$ cat config.mk
export PLATFORM = sky130hd
export DESIGN_NAME = led_pattern_gen
export DESIGN_NICKNAME = d
export VERILOG_FILES = /design/src/rtl/led_pattern_gen.sv
export SDC_FILE = /design/constraint.sdc
export NUM_CORES = 1
export LEC_CHECK = 0
export CAP_MARGIN = 30
export CORE_ASPECT_RATIO = 0.8
export CORE_MARGIN = 1
export CORE_UTILIZATION = 63
export DETAILED_ROUTE_END_ITERATION = 7
export HOLD_SLACK_MARGIN = 0.02
export PLACE_DENSITY = 0.87
export SLEW_MARGIN = 25
export SYNTH_ARGS = -nofsm -noshare
export SYNTH_HDL_FRONTEND = slang
export SYNTH_SLANG_ARGS = --single-unit
$ cat constraint.sdc
create_clock -name clk -period 4.45 [get_ports clk]
set_clock_uncertainty 0.1 [all_clocks]
set_input_delay 0.445 -clock clk [delete_from_list [all_inputs] [get_ports clk]]
set_output_delay 0.445 -clock clk [all_outputs]
set_load 0.02 [all_outputs]
$ cat src/rtl/led_pattern_gen.sv
// Multi-channel LED driver: shared tick prescaler, per-channel OFF/ON/BLINK/BREATHE with run-time
// config. Define LED_BREATHE_EN to build the PWM breathe engine; otherwise BREATHE acts as ON.
module led_pattern_gen #(
   parameter int unsigned CLK_FREQ_HZ    = 50_000_000,
   parameter int unsigned TICK_HZ        = 1000,
   parameter int unsigned N_LED          = 4,
   parameter int unsigned PWM_BITS       = 8,
   parameter int unsigned DEFAULT_PERIOD = 1000
) (
   input  logic             clk,
   input  logic             rst,
   input  logic             cfg_valid,
   output logic             cfg_ready,
   input  logic [3:0]       cfg_ch,
   input  logic [1:0]       cfg_mode,
   input  logic [15:0]      cfg_period,
   output logic             cfg_err,
   output logic             tick,
   output logic [N_LED-1:0] led_out
);

   localparam int unsigned DIV      = CLK_FREQ_HZ / TICK_HZ;
   localparam logic [31:0] DIV_LAST = 32'(DIV - 1);

   typedef enum logic [1:0] {
      ModeOff     = 2'b00,
      ModeOn      = 2'b01,
      ModeBlink   = 2'b10,
      ModeBreathe = 2'b11
   } mode_e;

   logic             ready_q;
   logic [31:0]      presc_q, presc_d;
   logic             err_q, err_d;
   logic             wr, ch_ok;

   mode_e            mode_q   [N_LED];
   mode_e            mode_d   [N_LED];
   logic [15:0]      period_q [N_LED];
   logic [15:0]      period_d [N_LED];
   logic [15:0]      cnt_q    [N_LED];
   logic [15:0]      cnt_d    [N_LED];
   logic [15:0]      last     [N_LED];
   logic [N_LED-1:0] expire;
   logic [N_LED-1:0] state_q, state_d;
   logic [N_LED-1:0] led_q, led_d;

`ifdef LED_BREATHE_EN
   localparam logic [PWM_BITS-1:0] DUTY_MAX = {PWM_BITS{1'b1}};

   logic [PWM_BITS-1:0] pwm_q;
   logic [PWM_BITS-1:0] duty_q [N_LED];
   logic [PWM_BITS-1:0] duty_d [N_LED];
   logic [N_LED-1:0]    dir_q, dir_d;  // 1 = counting up
`endif

   // Everything downstream waits for cfg_ready so the time base starts cleanly after reset.
   always_comb begin
      tick    = ready_q && (presc_q == DIV_LAST);
      presc_d = presc_q;
      if (ready_q) begin
         presc_d = tick ? '0 : presc_q + 32'd1;
      end
      wr    = cfg_valid && ready_q;
      ch_ok = {1'b0, cfg_ch} < 5'(N_LED);
      err_d = wr && !ch_ok;
   end

   always_comb begin
      for (int i = 0; i < N_LED; i++) begin
         mode_d[i]   = mode_q[i];
         period_d[i] = period_q[i];
         cnt_d[i]    = cnt_q[i];
         state_d[i]  = state_q[i];
         led_d[i]    = led_q[i];
`ifdef LED_BREATHE_EN
         duty_d[i]   = duty_q[i];
         dir_d[i]    = dir_q[i];
`endif
         // A zero period behaves as one tick.
         last[i]   = (period_q[i] == 16'd0) ? 16'd0 : period_q[i] - 16'd1;
         expire[i] = tick && (cnt_q[i] == last[i]);

         unique case (mode_q[i])
            ModeOff: begin
               cnt_d[i] = '0;
               led_d[i] = 1'b0;
            end
            ModeOn: begin
               cnt_d[i] = '0;
               led_d[i] = 1'b1;
            end
            ModeBlink: begin
               if (expire[i]) begin
                  cnt_d[i]   = '0;
                  state_d[i] = ~state_q[i];
               end else if (tick) begin
                  cnt_d[i] = cnt_q[i] + 16'd1;
               end
               led_d[i] = state_d[i];
            end
            ModeBreathe: begin
`ifdef LED_BREATHE_EN
               if (expire[i]) begin
                  cnt_d[i] = '0;
                  if (dir_q[i]) begin
                     duty_d[i] = duty_q[i] + 1'b1;
                     if (duty_d[i] == DUTY_MAX) dir_d[i] = 1'b0;
                  end else begin
                     duty_d[i] = duty_q[i] - 1'b1;
                     if (duty_d[i] == '0) dir_d[i] = 1'b1;
                  end
               end else if (tick) begin
                  cnt_d[i] = cnt_q[i] + 16'd1;
               end
               led_d[i] = (pwm_q < duty_q[i]);
`else
               cnt_d[i] = '0;
               led_d[i] = 1'b1;
`endif
            end
            default: begin
               cnt_d[i] = '0;
               led_d[i] = 1'b0;
            end
         endcase

         // A config write overrides any expiry landing on the same cycle.
         if (wr && ch_ok && (cfg_ch == 4'(i))) begin
            mode_d[i]   = mode_e'(cfg_mode);
            period_d[i] = cfg_period;
            cnt_d[i]    = '0;
            state_d[i]  = 1'b0;
`ifdef LED_BREATHE_EN
            duty_d[i]   = '0;
            dir_d[i]    = 1'b1;
            led_d[i]    = (cfg_mode == ModeOn);
`else
            led_d[i]    = (cfg_mode == ModeOn) || (cfg_mode == ModeBreathe);
`endif
         end
      end
   end

   always_ff @(posedge clk or negedge rst) begin
      if (!rst) begin
         ready_q  <= 1'b0;
         presc_q  <= '0;
         err_q    <= 1'b0;
         mode_q   <= '{default: ModeBlink};
         period_q <= '{default: 16'(DEFAULT_PERIOD)};
         cnt_q    <= '{default: 16'd0};
         state_q  <= '0;
         led_q    <= '0;
`ifdef LED_BREATHE_EN
         pwm_q    <= '0;
         duty_q   <= '{default: '0};
         dir_q    <= '1;
`endif
      end else begin
         ready_q  <= 1'b1;
         presc_q  <= presc_d;
         err_q    <= err_d;
         mode_q   <= mode_d;
         period_q <= period_d;
         cnt_q    <= cnt_d;
         state_q  <= state_d;
         led_q    <= led_d;
`ifdef LED_BREATHE_EN
         pwm_q    <= pwm_q + 1'b1;
         duty_q   <= duty_d;
         dir_q    <= dir_d;
`endif
      end
   end

   assign cfg_ready = ready_q;
   assign cfg_err   = err_q;
   assign led_out   = led_q;

endmodule
==> results.md, run 1 <==
- Max Slew Vio Count: 0
- Total GRT Usage: 32.8%
- Peak supply drop: 0.000265 V
- HPWL reported at the end of detailed placement: 19,600 um
- Most frequent cell after synthesis: dfrtp_1
- Post-CTS Hold Buffers: 0
- FMAX: 241 MHz
- Drt total wl: 28,100 um
- Pwr/cell area: 393 nW/um^2
- Mapped Area: between 10,000 and 15,000 um^2
- CTS Buf Count: 17
- First-pass GRT wire length: between 40,000 and 50,000 um
- Largest cells by area after synthesis: dfrtp_1 (33%), mux2_2 (6.6%), dfstp_2 (6.5%), xnor2_1 (4.7%), xor2_1 (3.4%)
- Pleak: 4.89 nW
- Number of synthesized register bits: 178
- Tmin final: 4150 ps
- Yosys top cell by area: dfrtp_1
- Drt pass-1 iters: 6
- Tcrit/Tclk final: between 90 and 100%
- Clk buf depth: 2
- Yosys top cell area share: 33.4%
- Slew Limit Headroom: between 30% and 40%
- Failing checks: negative hold slack
- GP Congestion: just under 1
- Post-route DRC: 0
- Multi-input gate area: between 6000 and 7000 um^2
- Initial Utilization: 64.7%
- Count of final setup violators: 0
- Initial DRC count: 1,087
- Largest net degree at the start of global routing: 108
- CP arrival: roughly 4400 ps
- CP endpoint kind: flip-flop
- CTS tree: done
- Diode count: 0
- Worst hold path type: input port to asynchronous set/reset pin
- Vias: 9,752
- Synth Flop Type: dfrtp_1
- Setup TNS: 0 ps
- Vias in the first global route: 9,116
- CTS sink cnt: 178
- Syn. warnings: 0
- Clk slew on worst S/H paths: 70 ps
- Die Width: 151 um
- RSZ-0062 raised after global routing: false
- DR vias/cell: 6.71
- Design area: 12,300 um^2
- Number of H-tree levels: 4
- Yosys cell types: 79
- Synth cell count leaders: dfrtp_1 (150), nor2_1 (97), nand2_1 (92), mux2_2 (66), nand3_1 (66)
- Post-route setup slack: 302 ps
- Die height: 121 um
- Setup WS pre-CTS: 213 ps
- Status: finished, violations left
- Clock root buffer: clkbuf_16
- Ys async rst share: between 90% and 100%
- Kind of critical path: flip-flop to flip-flop
- Post-synth EDFFs: 0
- Cells after synthesis: roughly 1.2k
- Core area: between 15,000 and 20,000 um^2
- PortBufs: 31
- # IOs: 32
- Worst skew pair latency: roughly 440 ps
- Syn_nets: about 1.2k
- Filler cells: 1,290
- MaxCap Viol Count: 0
- Avg Cell Area, Syn: between 9 and 10 um^2
- Site row count: 43
- Design Power: approximately 0.0048 W
- Startpoint type of the worst setup path: flip-flop
- CP Data Required Time: between 4000 and 5000 ps
- Area after DPL: 11,700 um^2
- Antenna-violating nets left: 0
- Sequential share of the synthesized area: 40.0%
- Final Hold Vio Count: 8
- # nets final: approximately 1.3k
- Worst Tran Pin Value: 956 ps
- Register Area: 4490 um^2
- Hold_ws: -21.2 ps
- Die area: 18,400 um^2
- Critical path fanouts, max: 11
- Share of post-route cells with drive strength above 1: 14.1%
- Area Growth Syn to Fin: 9.34%
- Wirelength per Cell: around 19 um
- Overflow after GRT: 0
- Initial antenna violation count: 0
[layout by cell type (no fill, tap or decap), types with 5 or more instances in the layout]
master           Yosys  final
a2bb2oi_1           16     16
o211a_1              6      6
clkbuf_16            0     17
nand2_1             92     91
or4_1               29     29
nand3_1             66     66
a32oi_1              6      6
nor4_1              39     39
a31oi_1             12     12
nand3b_1            12     12
nor3_1              35     35
nor2_1              97     96
nor3b_1              8      7
xnor2_1             60     60
inv_1               41     41
a211oi_1             6      6
nor2b_1              6      6
o41ai_1             16     16
o211ai_1             8      8
mux2_2              66     66
or3b_2               5      5
nor4b_1              8      8
and3_1              22     22
and4_1               5      5
a22oi_1              8      8
ha_1                 9      9
or3_1               25     25
nand4_1             34     34
a21oi_1             18     18
mux2i_1             10     10
or2_2               16     16
o21ai_0             35     35
xor2_1              44     44
dfstp_2             28     28
nand2b_1            11     11
buf_4                0     20
clkdlybuf4s50_1      0     30
dfrtp_1            150    150
o31ai_1             25     25
[metal layers]
metal | track usage [%] | wire (um)
met5 | 0 | 0
met4 | 11.4 | 753
met3 | 7.56 | 2500
met2 | 48.4 | 12400
met1 | 47.2 | 12400
[repair_timing]
item	in CTS	in global routing
buffers inserted	0	0
endpoints found under the setup margin	0	9
gates resized for setup	0	1
[worst max-delay path, stage by stage, from the launching register on]
cell,delay (ps)
dfrtp_1,430
inv_1,110
ha_1,250
or3b_2,590
or4_1,620
a211oi_2,230
o32ai_1,110
or4_1,430
a2111o_1,540
and4_4,260
or3_1,350
[final timing paths]
path,depth (start not counted),slack [ps],startpoint,end
worst min register to register,1,380,presc_q[31],presc_q[31]
worst max register to register,10,300,period_q[0],led_out[3]
max in group asynchronous,2,3410,rst,period_q[25]
worst min-delay path,1,-20,rst,cnt_q[37]
worst max-delay path,10,300,period_q[0],led_out[3]
min in group clk,1,380,presc_q[31],presc_q[31]
[metrics by stage]
| stage | instances | utilization (%) |
|---|---|---|
| finish | 1453 | 70.7 |
| global route | 1453 | 70.7 |
| CTS | 1453 | 70.7 |
| detailed placement | 1422 | 67.4 |
| global placement | 1421 | 67.4 |
| floorplan | 1215 | - |
[logic make-up (layout without fill, tap and decap cells)]
group	Yosys count	count (layout)	synth area share [%]
compound gates	208	208	13.6
xor+xnor	107	107	8.71
fa+ha+maj	9	9	1.00
buf+inv	111	124	3.94
flops	178	178	40.0
mux	76	76	7.50
other cells	1	1	0.0334
simple gates	525	525	25.3
[where the power goes]
part	switching [W]	leakage (nW)	total, W	internal [W]
clock network	0.000639	0.263	0.00148	0.000838
logic	0.000715	2.31	0.00128	0.000562
registers	0.000253	2.31	0.00207	0.00182
total	0.00161	4.89	0.00483	0.00322
[flip-flops by register name, summed over array words and instances (netlist names)]
name	flops
cfg_err	1
state_q	4
cfg_ready	1
presc_q	32
cnt_q	64
mode_q	8
led_out	4
period_q	64
[area by class of cell]
class                           count  share of cell area (%)
Clock inverter                      9                   0.886
Multi-Input combinational cell    926                    51.4
Timing Repair Buffer               52                    3.94
Clock buffer                       22                    3.70
Sequential cell                   178                    36.5
Tap cell                          225                    2.29
Inverter                           41                    1.25
(Power assumes the default switching activity.)
==> run 2, diff against run 1 <==
Settings changed: CORE_UTILIZATION 63 to 50, PLACE_DENSITY 0.87 to 0.73, SETUP_SLACK_MARGIN from default to 0.02.
==> run 2 against run 1 <==
Against the previous run: the run still ends with negative hold slack left; count of clock-buffer cells in the layout down 3; die area grew 26%; critical endpoint is now cnt_q[1]; critical path type unchanged; sequential cell count stayed put; cell area increased by 0.78%; critical path depth did not move.
==> results.md, run 2 (same netlist as run 1, synthesis figures left out) <==
- Status: finished, violations left
- Failing checks: negative hold slack
- Post-route setup slack: about 310 ps
- Post-Layout Cell Count: 1,529
- Site row count: 48
- Critical path's most frequent cell: or4_1
- Worst hold path type: input port to asynchronous set/reset pin
- Clk slew on worst S/H paths: about 70 ps
- Setup WS pre-CTS: 375 ps
- CTS sink cnt: around 180
- Initial antenna violation count: 0
- Tmin final: between 4000 and 5000 ps
- Setup bufs post-CTS: 0
- CP endpoint kind: flip-flop
- CP arrival: 4340 ps
- Initial DRC count: 916
- Core area: about 22,000 um^2
- Tcrit/Tclk final: ~93%
- FMAX: 242 MHz
- Area Growth Syn to Fin: 10.2%
- Setup TNS: 0 ps
- HPWL reported at the end of detailed placement: just under 20,000 um
- Startpoint type of the worst setup path: flip-flop
- Hold_ws: -41.8 ps
- Pwr/cell area: 389 nW/um^2
- Overflow after GRT: 0
- Final Hold Vio Count: 10
- Antenna-violating nets left: 0
- CTS tree: done
- Slew Limit Headroom: a little over two fifths
- CP max stage cell: or4_1
- Initial Utilization: 51.5%
- Pleak: 4.90 nW
- Post-CTS Hold Buffers: 0
- # nets final: around 1.3k
- Die area: 23,100 um^2
- MaxCap Viol Count: 0
- Vias: 9,507
- Number of H-tree levels: 4
- Die Width: about 170 um
- Worst skew pair latency: 450 ps
- Drt pass-1 iters: 6
- DR vias/cell: approximately 6.2
- Total GRT Usage: between 20% and 30%
- Pint: 0.00317 W
- Switching Share: around a third
- Share of post-route cells with drive strength above 1: 14.2%
- Largest net degree at the start of global routing: 105
- PortBufs: 31
- Peak supply drop: 0.000218 V
- CTS Buf Count: 17
- Post-route DRC: 0
- Most frequent cells in the layout: dfrtp_1 (150), nor2_1 (97), nand2_1 (92)
- Top Registers: cnt_q: 64 flops, period_q: 64 flops, presc_q: 32 flops
- Logic gate share of total power: 25.9%
- CP Data Required Time: 4650 ps
- Max Slew Vio Count: 0
- # IOs: 32
- Die height: about 140 um
- Wirelength per Cell: approximately 18 um
- Clk buf depth: 2
- Clk pwr share: 31.0%
- Worst Tran Pin Value: 860 ps
- Crit-path max cell delay: 630 ps
- First-pass GRT wire length: 47,100 um
- P_sw: 0.00164 W
- Cells after DPL: about 1.5k
- Clock root buffer: clkbuf_16
- Crit-path cells: inv_1, ha_1, or3b_2, or4_1, a211oi_2, o32ai_1, or4_1, a2111o_1, nand2_1, o21ai_0
- Count of final setup violators: 0
- RSZ-0062 raised after global routing: false
- Drt total wl: 28,300 um
- Critical path fanouts, max: 14
- Most common cell after layout, fill and taps aside: dfrtp_1
- Vias in the first global route: between 8k and 9k
- Diode count: 0
- GP Congestion: about 0.94
- Kind of critical path: flip-flop to flip-flop
- Sequential power share: 43.1%
- Post_cts resized: 0
[run 2: layout make-up]
type | instances | area, um^2
repair buffers | 52 | 484
multi-input cells | 926 | 6310
clock inverters | 13 | 128
fillers | 1881 | 9420
clock buffers | 19 | 443
well taps | 300 | 375
flip-flops and latches | 178 | 4490
inverters | 41 | 154
[run 2: metrics by stage]
stage / power (W) / utilization [%] / instance area, um^2
6_report: 0.00482 / 56.8 / 12400
4_1_cts: 0.00481 / 56.7 / 12400
3_5_place_dp: 0.00331 / 54.1 / 11800
3_3_place_gp: 0.00328 / 54.1 / 11800
5_1_grt: 0.00506 / 56.8 / 12400
2_1_floorplan: 0.00297 / - / 11200
[run 2: worst paths after layout]
kind / startpoint / to / slack (ps) / cells after the start
hold reg to reg: presc_q[31] / presc_q[31] / 370 / 1
setup / recovery: period_q[0] / cnt_q[1] / 310 / 10
max in group asynchronous: rst / period_q[54] / 3360 / 2
hold / removal: rst / cnt_q[35] / -40 / 1
setup reg to reg: period_q[0] / cnt_q[1] / 310 / 10
min in group clk: presc_q[31] / presc_q[31] / 370 / 1
[run 2: routing by layer]
| layer | share of wire (%) | GRT usage (%) |
|---|---|---|
| met4 | 2.2 | 8.96 |
| met5 | 0 | 0 |
| met3 | 5.4 | 3.73 |
| met2 | 44 | 39.3 |
| met1 | 48 | 37.5 |
[run 2: power groups by stage]
stage               clock (W)  combinational (W)  sequential [W]
finish                0.00149            0.00125         0.00208
floorplan                   0           0.000969         0.00200
CTS                   0.00151            0.00123         0.00207
detailed placement          0            0.00122         0.00209
global route          0.00158            0.00137         0.00211
global placement            0            0.00120         0.00208
[run 2: worst max-delay path: cells and delay by family (launching register included)]
family / cells / cell delay (ps)
DFF: 1 / 440
AOI/OAI and AO/OA: 4 / 1020
buffers and inverters: 1 / 100
adders and majority gates: 1 / 240
and+or+nand+nor: 4 / 2090
==> run 3, diff against run 2 <==
Clock period 4.45 ns to 5.3 ns, I/O delays scaled along.
==> run 3 against run 2 <==
Against the previous run: the run now ends clean; largest power group unchanged; highest routed layer unchanged; setup slack improved by 750 ps; global-route usage down 0.74 points; via count down 0.46%; total power decreased by 16%; register-to-register slack gained 750 ps; sequential cell count unchanged; critical endpoint is now cnt_q[0]; fmax down 2.4%.
==> results.md, run 3 (same netlist as run 1, synthesis figures left out) <==
- Vias in the first global route: 8,521
- Max Slew Vio Count: 0
- Met3 GRT Util: under 10%
- Area after DPL: 11,800 um^2
- Worst reg2reg endpoint: cnt_q[0]
- Startpoint type of the worst setup path: flip-flop
- CP arrival: 4440 ps
- Drt total wl: 27,900 um
- CTS Buf Count: 17
- Count of final setup violators: 0
- Die height: 136 um
- Setup bufs post-CTS: 0
- Top Registers: cnt_q: 64 flops, period_q: 64 flops, presc_q: 32 flops
- Hold path endpoint: presc_q[25]
- Core area: 21,800 um^2
- Met2 usage: 36.8%
- Share of post-route cells with drive strength above 1: between 10% and 20%
- Tcrit/Tclk final: between 80% and 90%
- Status: completed
- CP Data Required Time: 5500 ps
- MaxCap Viol Count: 0
- Total GRT Usage: ~25%
- Worst Tran Pin Value: 1050 ps
- GP Congestion: 0.946
- Design Power: 0.00403 W
- Wirelength per Cell: ~18 um
- Area Growth Syn to Fin: 9.88%
- Overflow after GRT: 0
- Die Width: 170 um
- Setup TNS: 0 ps
- Slew Limit Headroom: about 29%
- Global route hottest layer: met1
- Diode count: 0
- Number of H-tree levels: 4
- Vias: around 9.5k
- Worst r2r src: period_q[0]
- HPWL reported at the end of detailed placement: 19,400 um
- CTS tree: done
- Met1 Track Usage GR: 37.9%
- FMAX: 236 MHz
- Finished Core Util: 56.6%
- Design area: about 12,000 um^2
- Filler cells: 1,869
- Worst hold path type: flip-flop to flip-flop
- Clk buf depth: 2
- Pwr/cell area: 326 nW/um^2
- PortBufs: 31
- First-pass GRT wire length: 45,700 um
- Site row count: 48
- Peak supply drop: 0.000168 V
- Clk slew on worst S/H paths: 80 ps
- Critical path fanouts, max: 18
- Final Hold Vio Count: 0
- Post-route DRC: 0
- Min-Delay Startpoint: presc_q[25]
- Tmin final: roughly 4200 ps
- DR vias/cell: a little over 6
- Flop2flop setup slack: between 1000 and 1500 ps
- # nets final: 1,245
- Initial Utilization: between 50% and 60%
- Largest net degree at the start of global routing: 73
- Pleak: 4.88 nW
- Clock root buffer: clkbuf_16
- Antenna-violating nets left: 0
- Post-CTS Hold Buffers: 1
- Initial antenna violation count: 0
- Cells on worst reg2reg path: 10
- RSZ-0062 raised after global routing: false
- Drt pass-1 iters: 5
- WHS Path Cells: 1
- Kind of critical path: flip-flop to flip-flop
- Worst skew pair latency: 440 ps
- Initial DRC count: 845
- Most common cell after layout, fill and taps aside: dfrtp_1
- # IOs: 32
- Post_cts resized: 0
- Die area: 23,100 um^2
- CP endpoint kind: flip-flop
- CTS sink cnt: around 180
- Most frequent cells in the layout: dfrtp_1 (150), nor2_1 (96), nand2_1 (92)
## run 3: critical path, stage by stage (launching register included)
cell	delay (ps)
dfrtp_1	430
inv_1	100
ha_1	220
or3b_2	580
or4_1	610
a211oi_2	230
o32ai_1	120
or4_1	430
a2111o_1	630
nand2_1	470
o22ai_1	170
## run 3: layer usage
| metal | vias to the layer above | share of wire [%] |
|---|---|---|
| met2 | 289 | 44 |
| met5 | - | 0 |
| met4 | 0 | 1.5 |
| li1 | 4507 | - |
| met1 | 4635 | 49 |
| met3 | 32 | 6.4 |
## run 3: cell type report
cell class / instances / area [um^2] / area share (%)
Tap cell: 300 / 375 / 3.04
Multi-Input combinational cell: 926 / 6310 / 51.1
Inverter: 41 / 154 / 1.25
Timing Repair Buffer: 47 / 434 / 3.52
Clock buffer: 18 / 439 / 3.56
Sequential cell: 178 / 4490 / 36.4
Clock inverter: 14 / 143 / 1.16
## run 3: metrics by stage
step / setup WS [ps] / cells / hold slack, ps
2_1_floorplan: 1550 / 1215 / 134
3_5_place_dp: 1100 / 1491 / 380
6_report: 1060 / 1524 / 392
3_3_place_gp: 1090 / 1491 / 372
4_1_cts: 1090 / 1524 / 394
5_1_grt: 782 / 1524 / 421
## run 3: worst max-delay path by stage
stage	from	to	slack [ps]	cells past startpoint
after global routing	period_q[32]	cnt_q[34]	780	11
after CTS	period_q[32]	cnt_q[34]	1090	11
after detailed placement	period_q[32]	cnt_q[34]	1100	11
final	period_q[0]	cnt_q[0]	1060	10
after floorplan	period_q[0]	led_out[3]	1550	13
after global placement	period_q[32]	cnt_q[34]	1090	11
## run 3: report_power, final
group	internal (W)	switching [W]	total (W)
clock	0.000639	0.000611	0.00125
combinational	0.000459	0.000574	0.00103
sequential	0.00153	0.000217	0.00174
